`src/rtl/spatz_vrf_wr_arbiter.sv`:
```
// VRF write-port arbiter: per-bank arbitration of NrReq requesters with a registered bank write.
// Define SPATZ_VRF_WR_RR_EN for round-robin priority; otherwise fixed priority (index 0 highest).

module spatz_vrf_wr_bank #(
  parameter int unsigned NrReq     = 3,
  parameter int unsigned AddrWidth = 6,
  parameter int unsigned DataWidth = 64,
  parameter int unsigned SrcW      = 2,
  parameter int unsigned BeW       = DataWidth/8
) (
  input  logic                                clk_i,
  input  logic                                rst_i,
  input  logic [NrReq-1:0]                    match_i,
  input  logic [NrReq-1:0][AddrWidth-1:0]     addr_i,
  input  logic [NrReq-1:0][DataWidth-1:0]     data_i,
  input  logic [NrReq-1:0][BeW-1:0]           be_i,
  output logic [NrReq-1:0]                    gnt_o,
  output logic                                wr_en_o,
  output logic [AddrWidth-1:0]                wr_addr_o,
  output logic [DataWidth-1:0]                wr_data_o,
  output logic [BeW-1:0]                      wr_be_o,
  output logic [SrcW-1:0]                     wr_src_o
);
  logic [SrcW-1:0] start, win;
  logic            any;
  int              pos;

`ifdef SPATZ_VRF_WR_RR_EN
  logic [SrcW-1:0] prio;

  // Pointer moves just past the last winner, wrapping at NrReq.
  always_ff @(posedge clk_i or posedge rst_i) begin
    if (rst_i)    prio <= '0;
    else if (any) prio <= (win == SrcW'(NrReq-1)) ? '0 : win + SrcW'(1);
  end

  assign start = prio;
`else
  assign start = '0;
`endif

  always_comb begin
    any   = 1'b0;
    win   = '0;
    gnt_o = '0;
    pos   = 0;
    for (int i = 0; i < NrReq; i++) begin
      pos = int'(start) + i;
      if (pos >= NrReq) pos = pos - NrReq;
      if (!any && match_i[SrcW'(pos)]) begin
        any = 1'b1;
        win = SrcW'(pos);
      end
    end
    if (any) gnt_o[win] = 1'b1;
  end

  always_ff @(posedge clk_i or posedge rst_i) begin
    if (rst_i) begin
      wr_en_o   <= 1'b0;
      wr_addr_o <= '0;
      wr_data_o <= '0;
      wr_be_o   <= '0;
      wr_src_o  <= '0;
    end else begin
      wr_en_o <= any;
      if (any) begin
        wr_addr_o <= addr_i[win];
        wr_data_o <= data_i[win];
        wr_be_o   <= be_i[win];
        wr_src_o  <= win;
      end
    end
  end
endmodule

module spatz_vrf_wr_arbiter #(
  parameter  int unsigned NrReq     = 3,
  parameter  int unsigned NrBanks   = 2,
  parameter  int unsigned AddrWidth = 6,
  parameter  int unsigned DataWidth = 64,
  localparam int unsigned BankW     = $clog2(NrBanks),
  localparam int unsigned SrcW      = $clog2(NrReq),
  localparam int unsigned BeW       = DataWidth/8
) (
  input  logic                                    clk_i,
  input  logic                                    rst_i,
  input  logic [NrReq-1:0]                        req_valid_i,
  output logic [NrReq-1:0]                        req_ready_o,
  input  logic [NrReq-1:0][AddrWidth+BankW-1:0]   req_addr_i,
  input  logic [NrReq-1:0][DataWidth-1:0]         req_data_i,
  input  logic [NrReq-1:0][BeW-1:0]               req_be_i,
  output logic [NrBanks-1:0]                      wr_en_o,
  output logic [NrBanks-1:0][AddrWidth-1:0]       wr_addr_o,
  output logic [NrBanks-1:0][DataWidth-1:0]       wr_data_o,
  output logic [NrBanks-1:0][BeW-1:0]             wr_be_o,
  output logic [NrBanks-1:0][SrcW-1:0]            wr_src_o
);
  logic [NrBanks-1:0][NrReq-1:0] match, gnt;
  logic [NrReq-1:0][AddrWidth-1:0] vreg;

  always_comb begin
    for (int k = 0; k < NrReq; k++) begin
      vreg[k] = req_addr_i[k][BankW +: AddrWidth];
      for (int b = 0; b < NrBanks; b++)
        match[b][k] = req_valid_i[k] && (req_addr_i[k][BankW-1:0] == BankW'(b));
    end
  end

  // Each request targets a single bank, so at most one bank can grant it.
  always_comb begin
    req_ready_o = '0;
    for (int b = 0; b < NrBanks; b++) req_ready_o = req_ready_o | gnt[b];
    if (rst_i) req_ready_o = '0;
  end

  for (genvar b = 0; b < NrBanks; b++) begin : g_bank
    spatz_vrf_wr_bank #(
      .NrReq(NrReq), .AddrWidth(AddrWidth), .DataWidth(DataWidth), .SrcW(SrcW), .BeW(BeW)
    ) i_bank (
      .clk_i     (clk_i),
      .rst_i     (rst_i),
      .match_i   (match[b]),
      .addr_i    (vreg),
      .data_i    (req_data_i),
      .be_i      (req_be_i),
      .gnt_o     (gnt[b]),
      .wr_en_o   (wr_en_o[b]),
      .wr_addr_o (wr_addr_o[b]),
      .wr_data_o (wr_data_o[b]),
      .wr_be_o   (wr_be_o[b]),
      .wr_src_o  (wr_src_o[b])
    );
  end
endmodule

```
`config.mk`:
```
export PLATFORM = sky130hd
export DESIGN_NAME = spatz_vrf_wr_arbiter
export DESIGN_NICKNAME = d
export VERILOG_FILES = /design/src/rtl/spatz_vrf_wr_arbiter.sv
export SDC_FILE = /design/constraint.sdc
export NUM_CORES = 1
export LEC_CHECK = 0
export CAP_MARGIN = 20
export CORE_AREA = 3 3 158 160
export CTS_BUF_LIST = sky130_fd_sc_hd__clkbuf_8
export DETAILED_ROUTE_END_ITERATION = 8
export DIE_AREA = 0 0 161 163
export GPL_TIMING_DRIVEN = 0
export PLACE_DENSITY_LB_ADDON = 0.2
export SYNTH_ARGS = -nofsm -noshare
export SYNTH_HDL_FRONTEND = slang
export SYNTH_SLANG_ARGS = --single-unit
```
`constraint.sdc`:
```
create_clock -name clk_i -period 6.1 [get_ports clk_i]
set_clock_uncertainty 0.1 [all_clocks]
set_input_delay 0.61 -clock clk_i [delete_from_list [all_inputs] [get_ports clk_i]]
set_output_delay 0.61 -clock clk_i [all_outputs]
set_load 0.03 [all_outputs]
```
==> impl_metrics.toml <==
[status]
status = "finished clean"

[critical_path]
arrival_ns = 2.87
cp-end-kind = "primary output"
crit_chain = "clkdlybuf4s50_1 > inv_8 > buf_16 > and3_1 > clkdlybuf4s50_1"
crit_top_cell = "clkdlybuf4s50_1"
rr_startpoint = "g_bank[1].i_bank.wr_data_o[31]$_DFFE_PP0P_"
crit_start = "rst_i"
cp_slowest_cell = "clkdlybuf4s50_1"
critPathMaxStageDelay_ns = 0.69
start_kind = "input pin"
crit_type = "in2out"
critPathMaxFanout = 83
required_ns = 5.39

[cts]
ctsHoldBuffers = 0
cts_tree = "built"
ctsHtreeMaxLevel = 4
postCtsSetupBuffers = 0
clockBufferDepth = 2
cts-root-buf = "clkbuf_8"
clk_pin_slew_ns = 0.09
cts.sinks = 160
clock_latency_ns = 0.46
cts_resized = 0
numCtsBuffers = 17

[routing]
drt_iter0_markers = 363
wl_um = 26400
wl_per_cell_um = 19.2
dr.pass1.iters = 5
ant_nets = 0
vias = 6541
vias_per_cell = 4.74
drc = 0

[floorplanning]
coreArea_um2 = 23500
pin_count = 407
initial_core_util_pct = 31.5
dieArea_um2 = 26200
die_y_um = 163
num_rows = 56
die_w_um = 161

[sta]
setup_violations = 0
drv_slew = 0
holdWs_ns = 0.381
final.period_utilization_pct = 58.8
relSlewSlack_pct = 52.2
fmax_ghz = 0.279
period_needed_ns = 3.58
finalHoldViolations = 0
grt_setup_unrepaired = "false"
max_slew.worst_pin.slew_ns = 0.718

[placement]
dpl.hpwl_um = 19100
gp_congestion = 0.803
portBuffers = 322
place_inst = 1347

[synth]
synthDistinctLibCells = 20
postSynthAreaPerCell_um2 = 10.6
synth.most_common_cell = "dfrtp_1"
synth.area.top_cells = "dfrtp_1 54%, mux2i_1 21%, a21oi_1 5.3%"
synthCells = 703
synth_edf_count = 0
seq_area_frac_synth_pct = 53.9
synth_top_cell_by_area = "dfrtp_1"
synthArstFlopShare_pct = 100
synth_seq_cells = 160
synth_warnings = 0
synthTopCellsByCount = "160 x dfrtp_1, 156 x mux2i_1, 82 x nand2_1, 79 x a21oi_1, 79 x nor2_1"
netlist_area_um2 = 7430
yosys.area.top_type_share_pct = 53.9
synth_ff_type = "dfrtp_1"

[pwr]
peakVddDrop_mv = 0.111
p_per_area_nw_per_um2 = 271
p_leak_nw = 5.16

[grt]
grt_first_pass_wirelength_um = 40500
grt_pass1_vias = 6926
track_usage_pct = 19.8
grt_max_degree = 84
antenna_found_initial = 2
grt_overflow = 0

[run]
maxCapViolCount = 0

[cells_and_area]
synthToLayoutAreaGrowth_pct = 54.2
fin_cells = 1380
fill_cells = 2280
nets = 1289
layout-drive-gt1-share_pct = 6.79

[min_path]
min_path_type = "in2reg"
hold_start = "req_addr_i[7]"
[flip-flops by register name, indices dropped and copies added (netlist names)]
register / flops
g_bank.i_bank.wr_addr_o: 12
g_bank.i_bank.wr_be_o: 16
g_bank.i_bank.wr_en_o: 2
g_bank.i_bank.wr_data_o: 128
g_bank.i_bank.wr_src_o: 2
[area by class of cell]
class	count	area [um^2]	share of cell area, %
Antenna cell	1	2.50	0.0219
Buffer	58	403	3.52
Clock buffer	18	248	2.16
Clock inverter	14	108	0.940
Inverter	1	11.3	0.0984
Multi-Input combinational cell	486	3020	26.4
Sequential cell	160	4000	35.0
Tap cell	319	399	3.49
Timing Repair Buffer	323	3250	28.4
[path summary, 6_finish.rpt]
path / to / cells past startpoint / slack, ns
max: req_ready_o[1] / 5 / 2.52
min: g_bank[1].i_bank.wr_src_o[0]$_DFFE_PP0P_ / 3 / 0.38
max reg2reg: g_bank[1].i_bank.wr_data_o[31]$_DFFE_PP0P_ / 2 / 5.23
min reg2reg: g_bank[0].i_bank.wr_src_o[0]$_DFFE_PP0P_ / 1 / 0.40
max in group asynchronous: g_bank[0].i_bank.wr_be_o[2]$_DFFE_PP0P_ / 3 / 4.54
min in group asynchronous: g_bank[1].i_bank.wr_data_o[32]$_DFFE_PP0P_ / 2 / 0.53
[report_power, final]
group	internal (mW)	leakage [nW]	switching, mW
sequential	1.20	1.87	0.0780
combinational	0.477	3.11	0.598
clock	0.298	0.181	0.446
total	1.98	5.16	1.12
[cell families (layout without fill, tap and decap cells)]
kind of cell | Yosys count | in the layout | share of synthesized area, %
and+or+nand+nor | 168 | 168 | 8.73
xor gates and xnor gates | 1 | 1 | 0.118
DFF | 160 | 160 | 53.9
other | 1 | 4 | 0.0505
muxes | 156 | 156 | 21.0
AOI/OAI and AO/OA | 158 | 158 | 10.7
buffers and inverters | 59 | 414 | 5.48
[layer usage]
metal / GRT usage [%] / vias up / wire, um
met5: 0 / - / 13
met4: 5.98 / 2 / 586
met3: 5.49 / 37 / 1640
met2: 32.9 / 236 / 12800
met1: 25.4 / 3172 / 11400
li1: - / 3094 / -
[stage by stage]
step	setup TNS [ns]	cell area (um^2)	power (mW)	utilization [%]	setup slack [ns]
CTS	0	11400	3.14	48.6	2.35
finish	0	11400	3.10	48.6	2.52
floorplan	0	7430	1.86	-	0.757
global placement	-267.56	11100	2.38	47.0	-1.94
detailed placement	0	11100	2.38	47.1	2.38
global route	0	11400	3.26	48.6	2.29
[critical path, delay by kind of cell]
| family | cells | cell delay (ns) |
|---|---|---|
| buffers and inverters | 4 | 2.03 |
| AND/OR/NAND/NOR | 1 | 0.23 |
[placed cells by master, fill, tap and decap left out]
cell type,count
nand2b_1,2
clkdlybuf4s50_1,322
inv_8,2
inv_1,2
nand2_1,82
nor2_1,79
buf_12,4
buf_16,1
and3_1,1
buf_4,13
clkbuf_8,18
clkbuf_1,19
and2_1,1
nand2_2,1
dfrtp_1,160
o21ai_1,78
clkinv_2,1
clkinv_4,3
buf_6,7
nor2b_1,2
buf_2,15
o21a_1,1
a21oi_1,79
conb_1,3
clkinvlp_4,3
diode_2,1
mux2i_1,156
xnor2_1,1
inv_6,4
(Power assumes the default switching activity.)
